File: config.mk
export PLATFORM = sky130hd
export DESIGN_NAME = fsm22_decoder
export DESIGN_NICKNAME = d
export VERILOG_FILES = /design/src/rtl/fsm22_decoder.sv
export SDC_FILE = /design/constraint.sdc
export NUM_CORES = 1
export LEC_CHECK = 0
export BUFFER_PORTS_ARGS = -buffer_cell sky130_fd_sc_hd__buf_2
export CORE_ASPECT_RATIO = 1.1
export CORE_UTILIZATION = 57
export DETAILED_ROUTE_END_ITERATION = 8
export MAX_ROUTING_LAYER = met4
export PLACE_DENSITY = 0.87
export SLEW_MARGIN = 20
export SYNTH_ARGS = -nofsm -noshare
export SYNTH_HDL_FRONTEND = slang
export SYNTH_SLANG_ARGS = --single-unit
File: constraint.sdc
create_clock -name clk -period 3.08 [get_ports clk]
set_clock_uncertainty 0.05 [all_clocks]
set_input_delay 0.154 -clock clk [delete_from_list [all_inputs] [get_ports clk]]
set_output_delay 0.154 -clock clk [all_outputs]
set_load 0.01 [all_outputs]
File: src/rtl/fsm22_decoder.sv
// Inverts the fsm22 encoder: tracks the encoder state from the recovered bits
// and regroups the recovered stream into bytes.
module fsm22_decoder #(
   parameter int LSB_FIRST = 1
) (
   input  logic       clk,
   input  logic       Reset_n,
   input  logic       Ein,
   input  logic       Ein_valid,
   input  logic       Resync,
   output logic       Dout,
   output logic       Dout_valid,
   output logic [7:0] byte_out,
   output logic       byte_valid,
   output logic [3:0] state
);

   typedef enum logic [3:0] {
      S0 = 4'b0001,
      S1 = 4'b0010,
      S2 = 4'b0100,
      S3 = 4'b1000
   } state_t;

   state_t     state_reg, state_next;
   logic [2:0] count_reg, count_next;
   logic [7:0] shift_reg, shift_next;
   logic       dout_reg, dout_next;
   logic       dout_valid_reg, dout_valid_next;
   logic [7:0] byte_reg, byte_next;
   logic       byte_valid_reg, byte_valid_next;

   // Working copies after Resync and illegal-state cleanup are applied.
   state_t     cur_state;
   logic [2:0] cur_count;
   logic [7:0] cur_shift;
   logic       d;

   always_comb begin
      cur_state = S0;
      case (state_reg)
         S0, S1, S2, S3: cur_state = state_reg;
         default:        cur_state = S0;
      endcase
      if (Resync) begin
         cur_state = S0;
      end
      cur_count = Resync ? 3'd0 : count_reg;
      cur_shift = Resync ? 8'h00 : shift_reg;
      d         = Ein ^ (cur_state == S1);

      state_next      = cur_state;
      count_next      = cur_count;
      shift_next      = cur_shift;
      dout_next       = dout_reg;
      dout_valid_next = 1'b0;
      byte_next       = byte_reg;
      byte_valid_next = 1'b0;

      if (Ein_valid) begin
         case (cur_state)
            S0:      state_next = d ? S1 : S0;
            S1:      state_next = d ? S3 : S2;
            S2:      state_next = d ? S3 : S0;
            S3:      state_next = d ? S0 : S3;
            default: state_next = S0;
         endcase
         count_next      = cur_count + 3'd1;
         shift_next      = (LSB_FIRST != 0) ? {d, cur_shift[7:1]} : {cur_shift[6:0], d};
         dout_next       = d;
         dout_valid_next = 1'b1;
         // The eighth bit completes the byte on the same edge it is decoded.
         if (cur_count == 3'd7) begin
            byte_next       = shift_next;
            byte_valid_next = 1'b1;
         end
      end
   end

   always_ff @(posedge clk or negedge Reset_n) begin
      if (!Reset_n) begin
         state_reg      <= S0;
         count_reg      <= 3'd0;
         shift_reg      <= 8'h00;
         dout_reg       <= 1'b0;
         dout_valid_reg <= 1'b0;
         byte_reg       <= 8'h00;
         byte_valid_reg <= 1'b0;
      end else begin
         state_reg      <= state_next;
         count_reg      <= count_next;
         shift_reg      <= shift_next;
         dout_reg       <= dout_next;
         dout_valid_reg <= dout_valid_next;
         byte_reg       <= byte_next;
         byte_valid_reg <= byte_valid_next;
      end
   end

   assign Dout       = dout_reg;
   assign Dout_valid = dout_valid_reg;
   assign byte_out   = byte_reg;
   assign byte_valid = byte_valid_reg;
   assign state      = state_reg;

endmodule

==> results.cfg <==
[run_status]
status = complete, no violations

[worst_setup_path]
critPathLaunchType = flop
crit_arrival_ps = 1910
worstSetupStartpoint = state[2]
path_class = reg -> reg
timing.rr.start = state[2]
r2r_cells = 5
ff2ff_setup_slack_ps = 1360
endpoint_kind = flop
cp.required_ps = 3270
rr_endpoint = state[0]
cp-endpoint = state[0]
critPathMaxFanout = 5

[clock_network]
cts-root-buf = clkbuf_4
ctsHtreeMaxLevel = 1
clk_pin_slew_ps = 120
postCtsSetupBuffers = 0
postCtsHoldBufs = 1
clockBufferDepth = 2
cts.sinks = 25
cts_resized = 0
cts_inserted_buffers = 3
cts_tree = done
clkLatencyLatePin_ps = 310

[logic_synthesis]
synth-compound-area-share_pct = 7.89
synth_xor_area_share_pct = 1.54
netlist_area_um2 = 1140
yosysWarnings = 0
seq_area_frac_synth_pct = 54.9
synth_cell_types = 26
yosys.area_share.adder_pct = 5.48
synth_edf_count = 0
synth_top_family_by_area = simple AND/OR/NAND/NOR gates
muxShareOfSynthArea_pct = 9.87
synthSimpleGateAreaFrac_pct = 16.1
syn-num-nets = 110
ys_seq_elements = 25
asyncSetResetFlopFracSynth_pct = 100
synth_ff_type = dfrtp_1
syn_inst = 100
syn_area_per_cell_um2 = 11.4

[die]
coreArea_um2 = 1820
row_count = 16
initial_core_util_pct = 62.6
die-area_um2 = 2180
dieWidth_um = 44.7
die_h_um = 48.9
ios = 20

[cells_and_area]
postLayoutCoreUtil_pct = 69.8
drive_gt1_share_pct = 25.2
n_antenna_cell = 0
n_fill_cell = 143
final_cell_mix = dfrtp_1 (24), buf_2 (19), nand2b_1 (11)
layout_commonest_cell = dfrtp_1
largest_reg_flops = 8
area.growth.synth_to_final_pct = 11.4
nNetsFinal = 130
layout.cells.non_filler = 146

[timing]
fin_tns_setup_ps = 0
slew_viol_final = 0
setup_violations = 0
rsz0062_at_grt = false
fmax_mhz = 582
worst_pin_slew_ps = 548
setup_ws_ps = 1360
hold_violations = 0
period_minus_slack_ps = 1720
period_share_pct = 55.8
max-slew-margin-rel_pct = 63.4

[placed_design]
gp_congestion = 0.764
io_buffers = 19
dp_hpwl_um = 1290
place_ws_ps = 1400
post-place-cells = 141

[global_route]
antenna_found_initial = 0
grt_max_degree = 26
grt_pass1_vias = 738
grt_first_pass_wirelength_um = 3220
overflow = 0
grt_use_total_pct = 20.4

[drt]
routedWlPerCell_um = 12.4
via_count = 736
detail-route-antenna-nets = 0
drc = 0
drt_pass1_iterations = 4
viasPerCell = 5.04
wl_um = 1810
drt_iter0_markers = 7

[pwr]
irDropWorstVdd_v = 0.000284
p_leak_nw = 0.677
p_total_mw = 0.537
power.density_nw_per_um2 = 422

[min_path]
min_path_type = in -> reg

[run]
drv_cap = 0
==> final cells by class <==
type | count | area [um2] | area share, %
clock buffers | 3 | 22.5 | 1.77
repair buffers | 20 | 105 | 8.27
clock inverters | 1 | 5.00 | 0.394
flip-flops and latches | 25 | 627 | 49.3
inverters | 3 | 11.3 | 0.886
well taps | 27 | 33.8 | 2.66
multi-input cells | 67 | 467 | 36.7
==> critical path: stages (launching register included) <==
cell and delay (ps):
dfrtp_1 440, o21ai_0 230, and3_1 240, ha_1 280, mux2i_1 140, a32o_1 270
==> routing by layer <==
layer / wire length, um / GRT usage, % / up-vias
li1: - / - / 372
met1: 829 / 25.6 / 350
met2: 923 / 33.6 / 12
met3: 43 / 4.44 / 2
met4: 9 / 4.55 / 0
met5: 0 / - / -
==> Yosys cell counts (2+ instances only) <==
master | number | area share [%]
a22o_1 | 2 | 1.5
buf_2 | 2 | 0.88
buf_4 | 2 | 1.3
dfrtp_1 | 24 | 53
ha_1 | 5 | 5.5
inv_1 | 2 | 0.66
mux2i_1 | 9 | 7.9
nand2_1 | 8 | 2.6
nand2b_1 | 11 | 6.0
nor2_1 | 7 | 2.3
nor2b_1 | 3 | 1.6
o21ai_1 | 10 | 4.4
xor2_1 | 2 | 1.5
==> where the power goes <==
group,internal [mW],switching [mW]
logic,0.0213,0.0301
clock network,0.0484,0.0906
registers,0.340,0.00622
==> through the flow <==
step	instance area (um2)	hold slack (ps)
after floorplan	1140	-192
after global placement	1230	112
after detailed placement	1230	122
after CTS	1270	132
after global routing	1270	148
final	1270	141
==> logic make-up (layout without fill, tap and decap cells) <==
kind of cell,after synthesis,count (layout)
xor+xnor,2,2
mux,11,11
compound gates,15,15
fa+ha+maj,5,5
buf+inv,8,27
flops,25,25
simple gates,34,34
==> worst min-delay path by stage <==
stage / startpoint / to / slack, ps / cells past startpoint
finish: Ein_valid / Dout_valid / 140 / 1
global route: Ein_valid / Dout_valid / 150 / 1
floorplan: Reset_n / Dout / -190 / 0
detailed placement: Reset_n / state[3] / 120 / 1
global placement: Reset_n / state[2] / 110 / 1
CTS: Ein_valid / Dout_valid / 130 / 1
Power figures use the tool's default switching activity.
